`src/rtl/freq_check_pkg.sv`:
```
// Shared types and default parameter values for the divided-clock frequency checker.
package freq_check_pkg;

  typedef enum logic [1:0] {
    ST_IDLE    = 2'd0,
    ST_MEASURE = 2'd1,
    ST_LOCKED  = 2'd2,
    ST_FAULT   = 2'd3
  } state_t;

  localparam int unsigned DEF_CNT_W      = 16;
  localparam int unsigned DEF_EXP_PERIOD = 4;
  localparam int unsigned DEF_TOL        = 0;
  localparam int unsigned DEF_LOCK_COUNT = 4;
  localparam int unsigned DEF_TIMEOUT    = 16;

endpackage

```
`src/rtl/edge_sync.sv`:
```
// Two-flop synchronizer for div_in plus a previous-value flop; flags a rising edge.
module edge_sync (
  input  logic clk,
  input  logic rst,
  input  logic div_in,
  output logic rise
);

  logic sync0;
  logic sync1;
  logic prev;

  always_ff @(posedge clk or posedge rst) begin
    if (rst) begin
      sync0 <= 1'b0;
      sync1 <= 1'b0;
      prev  <= 1'b0;
    end else begin
      sync0 <= div_in;
      sync1 <= sync0;
      prev  <= sync1;
    end
  end

  assign rise = sync1 & ~prev;

endmodule

```
`src/rtl/freq_check.sv`:
```
// Measures the period of a divided clock, locks after consecutive in-tolerance
// periods and flags a sticky fault on deviation or loss of edges.
module freq_check
  import freq_check_pkg::*;
#(
  parameter int unsigned CNT_W      = DEF_CNT_W,
  parameter int unsigned EXP_PERIOD = DEF_EXP_PERIOD,
  parameter int unsigned TOL        = DEF_TOL,
  parameter int unsigned LOCK_COUNT = DEF_LOCK_COUNT,
  parameter int unsigned TIMEOUT    = DEF_TIMEOUT
) (
  input  logic             clk,
  input  logic             rst,
  input  logic             div_in,
  input  logic             clr,
  output logic [CNT_W-1:0] period_out,
  output logic             period_valid,
  output logic             locked,
  output logic             fault
);

  localparam int unsigned GOOD_W = $clog2(LOCK_COUNT + 1);

  localparam logic [CNT_W:0]    EXP_C     = (CNT_W + 1)'(EXP_PERIOD);
  localparam logic [CNT_W:0]    TOL_C     = (CNT_W + 1)'(TOL);
  localparam logic [CNT_W-1:0]  TIMEOUT_C = CNT_W'(TIMEOUT);
  localparam logic [GOOD_W-1:0] LOCK_C    = GOOD_W'(LOCK_COUNT);

  logic rise;

  state_t            state,    state_nxt;
  logic [CNT_W-1:0]  cnt,      cnt_nxt;
  logic [GOOD_W-1:0] good_cnt, good_nxt;
  logic [CNT_W-1:0]  pout_nxt;
  logic              pv_nxt;

  logic [CNT_W-1:0]  cnt_inc;
  logic [GOOD_W-1:0] good_inc;
  logic [CNT_W:0]    cnt_ext;
  logic [CNT_W:0]    dev;
  logic              match;
  logic              timeout;

  edge_sync u_edge_sync (
    .clk    (clk),
    .rst    (rst),
    .div_in (div_in),
    .rise   (rise)
  );

  // Deviation is taken one bit wider than the counter so it never wraps.
  always_comb begin
    cnt_ext  = {1'b0, cnt};
    dev      = (cnt_ext >= EXP_C) ? (cnt_ext - EXP_C) : (EXP_C - cnt_ext);
    match    = (dev <= TOL_C);
    cnt_inc  = (cnt == '1) ? cnt : cnt + 1'b1;
    good_inc = (good_cnt == LOCK_C) ? good_cnt : good_cnt + 1'b1;
    timeout  = (cnt >= TIMEOUT_C);
  end

  // Priority: clr over rise, rise over timeout.
  always_comb begin
    state_nxt = state;
    cnt_nxt   = cnt_inc;
    good_nxt  = good_cnt;
    pout_nxt  = period_out;
    pv_nxt    = 1'b0;

    if (clr) begin
      state_nxt = ST_IDLE;
      cnt_nxt   = '0;
      good_nxt  = '0;
    end else if (rise) begin
      cnt_nxt = {{(CNT_W - 1){1'b0}}, 1'b1};
      if (state != ST_IDLE) begin
        pout_nxt = cnt;
        pv_nxt   = 1'b1;
      end
      case (state)
        ST_IDLE: state_nxt = ST_MEASURE;
        ST_MEASURE: begin
          if (match) begin
            good_nxt = good_inc;
            if (good_inc == LOCK_C) begin
              state_nxt = ST_LOCKED;
            end
          end else begin
            good_nxt = '0;
          end
        end
        ST_LOCKED: begin
          if (!match) begin
            state_nxt = ST_FAULT;
          end
        end
        default: state_nxt = ST_FAULT;
      endcase
    end else if (state != ST_FAULT && timeout) begin
      state_nxt = ST_FAULT;
    end
  end

  always_ff @(posedge clk or posedge rst) begin
    if (rst) begin
      state        <= ST_IDLE;
      cnt          <= '0;
      good_cnt     <= '0;
      period_out   <= '0;
      period_valid <= 1'b0;
      locked       <= 1'b0;
      fault        <= 1'b0;
    end else begin
      state        <= state_nxt;
      cnt          <= cnt_nxt;
      good_cnt     <= good_nxt;
      period_out   <= pout_nxt;
      period_valid <= pv_nxt;
      locked       <= (state_nxt == ST_LOCKED);
      fault        <= (state_nxt == ST_FAULT);
    end
  end

endmodule

```
`config.mk`:
```
export PLATFORM = sky130hd
export DESIGN_NAME = freq_check
export DESIGN_NICKNAME = d
export VERILOG_FILES = /design/src/rtl/freq_check_pkg.sv /design/src/rtl/edge_sync.sv /design/src/rtl/freq_check.sv
export SDC_FILE = /design/constraint.sdc
export NUM_CORES = 1
export LEC_CHECK = 0
export BUFFER_PORTS_ARGS = -buffer_cell sky130_fd_sc_hd__buf_2
export CORE_UTILIZATION = 25
export CTS_CLUSTER_SIZE = 24
export DETAILED_ROUTE_END_ITERATION = 10
export GPL_ROUTABILITY_DRIVEN = 0
export GPL_TIMING_DRIVEN = 0
export PLACE_DENSITY = 0.36
export SYNTH_ARGS = -nofsm -noshare
export SYNTH_HDL_FRONTEND = slang
export SYNTH_SLANG_ARGS = --single-unit
```
`constraint.sdc`:
```
create_clock -name clk -period 4.95 [get_ports clk]
set_input_delay 0.2475 -clock clk [delete_from_list [all_inputs] [get_ports clk]]
set_output_delay 0.2475 -clock clk [all_outputs]
set_load 0.01 [all_outputs]
```
Word-level counts from Yosys, hierarchy flattened --
Cells that the tools add are included.
Word-level totals: register bits after elaboration 43, input bits 4, logic and storage cells 55
Cells by class: $add $sub $neg 4, $lt $le $gt $ge 3, equal/unequal tests 9, multiplexer cells 19, bitwise logic cells 3, reductions and logical operators 7
Operators with widths (count):
- 16-bit 2-to-1 mux | 3
- 17-bit by 1-bit less-or-equal comparator with 1-bit output, second input constant | 1
- 17-bit 2-to-1 mux | 1
- 16-bit by 3-bit subtractor with 17-bit output, second input constant | 1
- 3-bit by 16-bit subtractor with 17-bit output, first input constant | 1
- 16-bit by 1-bit adder with 16-bit output, second input constant | 1
- 16-bit == test, second input constant | 1
- 16-bit by 3-bit >= comparator with 1-bit output, second input constant | 1
- 16-bit by 5-bit >= comparator with 1-bit output, second input constant | 1
- 3-bit 2-to-1 mux | 5
- 2-bit 2-to-1 mux | 6
- 2-bit == test, second input constant | 3
- 3-bit == test, second input constant | 2
- 2-bit case mux with 3 select lines | 1
- 2-bit nonzero test | 3
- 3-bit by 1-bit adder with 3-bit output, second input constant | 1
- 1-bit 2-to-1 mux | 3
- 3-bit inequality test, second input constant | 1
- 3-bit AND reduction | 1
- 2-bit by 1-bit == test with 1-bit output, second input constant | 1
- 2-bit logical NOT | 1
- 2-bit inequality test, second input constant | 1
- 1-bit NOT | 2
- 2-bit AND reduction | 1
- other kinds (2) | 2

Longest topological paths before layout --
depth in word-level cells 9, mapped depth 10, gate-level depth less buffers 9

Hierarchy --
A second synthesis with hierarchy kept.
Unflattened totals: cell total of the unflattened synthesis 252, area total of the unflattened synthesis 2292.2 µm²
Modules (own cells, without submodules):
- freq_check | times used 1, cells each 247, area an instance 2199.6 µm²
- edge_sync | times used 1, cells each 5, area an instance 92.6 µm²

Worst setup path after synthesis --
No wires, ideal clock.
kind reg2reg, start point register cnt[2], end point register good_cnt[1], arrival 2.161 ns, setup slack 2.711 ns, stages on the path, launching flop included 9, buffers on the path 1, clock period less this slack 2.239 ns, cell sequence dfrtp_1 buf_2 nor4_1 nand4_1 or2_1 nor4_2 o2111ai_2 or3_1 a21oi_1
Between the ends: cells in the longest elaborated chain, start to end 7, elaborated cells on any way between the ends 9, classes of those cells add/sub (2); order compare (2); mux (5)
Ends and longest elaborated chain:
- start, declared | line freq_check.sv:32 | logic [CNT_W-1:0] cnt, cnt_nxt;
- start signal, assigned | line freq_check.sv:114 | cnt <= cnt_nxt;
- 3-bit by 16-bit subtractor with 17-bit output, or another cell as far along | line freq_check.sv:54 | dev = (cnt_ext >= EXP_C) ? (cnt_ext - EXP_C) : (EXP_C - cnt_ext);
- 17-bit 2-to-1 mux * | line freq_check.sv:54
- 17-bit by 1-bit less-or-equal comparator with 1-bit output * | line freq_check.sv:55 | match = (dev <= TOL_C);
- 3-bit 2-to-1 mux * | line freq_check.sv:82 | if (match) begin
- 3-bit 2-to-1 mux * | line freq_check.sv:79 | case (state)
- 3-bit 2-to-1 mux * | line freq_check.sv:73 | end else if (rise) begin
- 3-bit 2-to-1 mux * | line freq_check.sv:69 | if (clr) begin
- end signal, assigned | line freq_check.sv:115 | good_cnt <= good_nxt;
- end, declared | line freq_check.sv:33 | logic [GOOD_W-1:0] good_cnt, good_nxt;
Mark *: on every way between the ends. The rest lies on a longest branch, timed or not. The select of a mux whose other input is x is not followed. A chain may end at the register's enable or synchronous reset.

Worst setup path in the final report --
Same ends and word-level chain as after synthesis.

==> impl_metrics.py <==
metrics = {
    "grt": {
        "track_usage_pct": 12.5,
        "grt_max_degree": 26,
        "first_global_vias": 1796,
        "grt_overflow": 0,
        "grt_pass1_wl_microns": 9690,
        "antenna_found_initial": 0,
    },
    "clock_network": {
        "tritoncts": "built",
        "postCtsSetupBuffers": 0,
        "cts_num_sinks": 43,
        "htreeDepth": 2,
        "clock_path_buffers": 2,
        "cts_buffers": 5,
        "post_cts_resize_count": 0,
        "clkLatencyLatePin_ns": 0.30,
        "clkTransAtPathRegs_ns": 0.09,
        "cts_hold_buf": 1,
        "root_buffer": "clkbuf_8",
    },
    "die": {
        "dieArea_sq_mm": 0.00992,
        "ioPinCount": 23,
        "core_region_area_sq_mm": 0.00924,
        "fp-row-count": 35,
        "start_util_pct": 25.8,
        "die-width_microns": 99.6,
        "die_y_microns": 99.6,
    },
    "drt": {
        "vias": 1817,
        "vias_per_cell": 4.57,
        "drtIter0Drc": 41,
        "wl_per_cell_microns": 14.4,
        "drt-total-wl_microns": 5720,
        "drcViolationCount": 0,
        "firstDrtPassIters": 4,
        "ant_nets": 0,
    },
    "placed_design": {
        "dpl.hpwl_microns": 4090,
        "portBuffers": 21,
        "place_inst": 388,
    },
    "layout": {
        "n_antenna_cell": 0,
        "nNetsFinal": 280,
        "syn_to_final_growth_pct": 16.3,
        "drive_gt1_share_pct": 23.0,
        "instances_no_fill": 398,
    },
    "critical_path": {
        "worst_path_most_repeated_cell": "or3_1",
        "endpoint_kind": "register",
        "cp_slowest_stage_delay_ns": 0.40,
        "cp-start-kind": "register",
        "worst-path-buf-inv": 1,
        "crit_chain": "buf_2, nor2_1, nand4_1, or3_1, a221oi_1, o2111ai_2, or3_1, a21oi_1",
        "cp_top_family": "simple AND/OR/NAND/NOR gates",
        "arrival_ns": 2.92,
        "crit_type": "register to register",
        "cpMaxStageDelayCell": "dfrtp_1",
        "required_ns": 5.17,
        "critPathMaxFanout": 8,
    },
    "pwr": {
        "vdd_drop_max_uv": 121,
        "power_per_cell_area_mw_per_mm2": 230,
        "power.leakage_uw": 0.00127,
        "power.total_uw": 637,
    },
    "worst_hold_path": {
        "hp-class": "input pin to register",
    },
    "sta": {
        "rsz0062_at_grt": "no",
        "setup_viol": 0,
        "tns_ns": 0,
        "worstMarginPinSlew_ns": 0.631,
        "relSlewSlack_pct": 57.6,
        "finalClockSkew_ns": 0.0127,
        "maxSlewViolCount": 0,
        "period_needed_ns": 2.70,
        "timing.fmax_ghz": 0.370,
        "hold_viol": 0,
        "timing.final.crit_share_pct": 54.6,
    },
    "yosys": {
        "ys_ff_latch": 43,
        "syn_area_per_cell_sq_um": 10.1,
        "synth-edff-count": 0,
        "yosysWarnings": 0,
        "netlist_instances": 237,
        "synth_seq_area_share_pct": 45.2,
        "yosysMostFrequentCell": "dfrtp_1",
        "synth_nets": 249,
        "synth_top_area_share_pct": 45.2,
        "netlist_top_cells_count": "43 x dfrtp_1, 26 x nor2_1, 16 x mux2_2",
        "synth_ff_type": "dfrtp_1",
        "syn_area_sq_mm": 0.00238,
        "synth.area.top_cells": "dfrtp_1 45%, mux2_2 7.6%, ha_1 4.2%, nor2_1 4.1%, xnor2_1 4.0%",
        "ys_types": 48,
        "async_reset_ff_share_pct": 100,
        "synth.largest_area_cell": "dfrtp_1",
    },
    "run_status": {
        "status": "finished, final reports clean",
    },
    "run": {
        "drv_cap": 0,
    },
}
[worst reg2reg max path: cells and delay by family (launching register included)]
family	cells	cell delay, ns
simple gates	4	1.20
compound gates	3	0.83
flops	1	0.40
buf+inv	1	0.19
[stage by stage]
| stage | hold slack [ns] | cell area, sq um | utilization, % | setup slack, ns |
|---|---|---|---|---|
| floorplan | 0.279 | 2380 | - | 2.71 |
| global placement | 0.335 | 2650 | 28.7 | 2.27 |
| detailed placement | 0.291 | 2670 | 28.9 | 2.27 |
| CTS | 0.0501 | 2760 | 29.9 | 2.24 |
| global route | 0.0451 | 2770 | 30.0 | 2.00 |
| finish | 0.0567 | 2770 | 30.0 | 2.25 |
[power breakdown]
part,internal (uW),total (uW),switching [uW]
Clock,98.8,224,125
Sequential,358,364,5.66
Combinational,18.9,49.5,30.6
[area by class of cell]
| cell class | instances | area, sq um |
|---|---|---|
| Inverter | 13 | 48.8 |
| Buffer | 14 | 60.1 |
| Tap cell | 129 | 161 |
| Multi-Input combinational cell | 167 | 1200 |
| Sequential cell | 43 | 1080 |
| Clock buffer | 6 | 72.6 |
| Fill cell | 985 | 6470 |
| Clock inverter | 2 | 12.5 |
| Timing Repair Buffer | 24 | 143 |
[cells in the final DEF (no fill, tap or decap), types with 2 or more instances in the layout]
cell,Yosys,layout
dfrtp_1,43,43
buf_2,6,27
nor2_1,26,26
mux2_2,16,16
inv_1,13,12
xnor2_1,11,11
nand4_1,10,10
a21oi_1,10,10
clkbuf_1,8,9
nand2_1,9,9
nand3_1,8,8
ha_1,8,8
nor2b_1,6,6
xor2_1,5,5
nor3_1,5,5
clkbuf_8,0,5
o21ai_0,4,4
nor4_1,3,3
and3_1,3,3
and4_1,3,3
nor4_2,3,3
or3_1,3,3
a21o_1,3,3
nand2b_1,2,2
nor3_2,2,2
a31oi_1,2,2
a211oi_1,2,2
and2_1,2,2
[per-layer routing]
| layer | wire, microns | up-vias | global-route usage, % |
|---|---|---|---|
| li1 | - | 894 | - |
| met1 | 2810 | 892 | 17.4 |
| met2 | 2700 | 26 | 20.1 |
| met3 | 140 | 5 | 2.25 |
| met4 | 61 | 0 | 3.05 |
| met5 | 0 | - | 0 |
[final timing paths]
check                             startpoint                end  slack (ns)  cells past startpoint
max in group asynchronous                rst             cnt[4]        3.96                      4
min in group asynchronous                rst             cnt[2]        0.50                      3
min reg2reg                u_edge_sync.sync0  u_edge_sync.sync1        0.35                      0
max reg2reg                           cnt[2]        good_cnt[1]        2.25                      8
max                                   cnt[2]        good_cnt[1]        2.25                      8
min                                   div_in  u_edge_sync.sync0        0.06                      1
[cells by family after synthesis]
kind of cell    count (synthesis)  synth area share (%)
simple gates                   93                  22.6
flops                          43                  45.2
compound gates                 33                  9.61
buf+inv                        27                  4.57
mux                            17                  7.98
xor+xnor                       16                  5.88
fa+ha+maj                       8                  4.20
[flip-flops by register name, indices dropped and copies added, names as in the netlist]
| name | flops |
|---|---|
| cnt | 16 |
| fault | 1 |
| good_cnt | 3 |
| locked | 1 |
| period_out | 16 |
| period_valid | 1 |
| state | 2 |
| u_edge_sync.prev | 1 |
| u_edge_sync.sync0 | 1 |
| u_edge_sync.sync1 | 1 |
(Power assumes the default switching activity.)
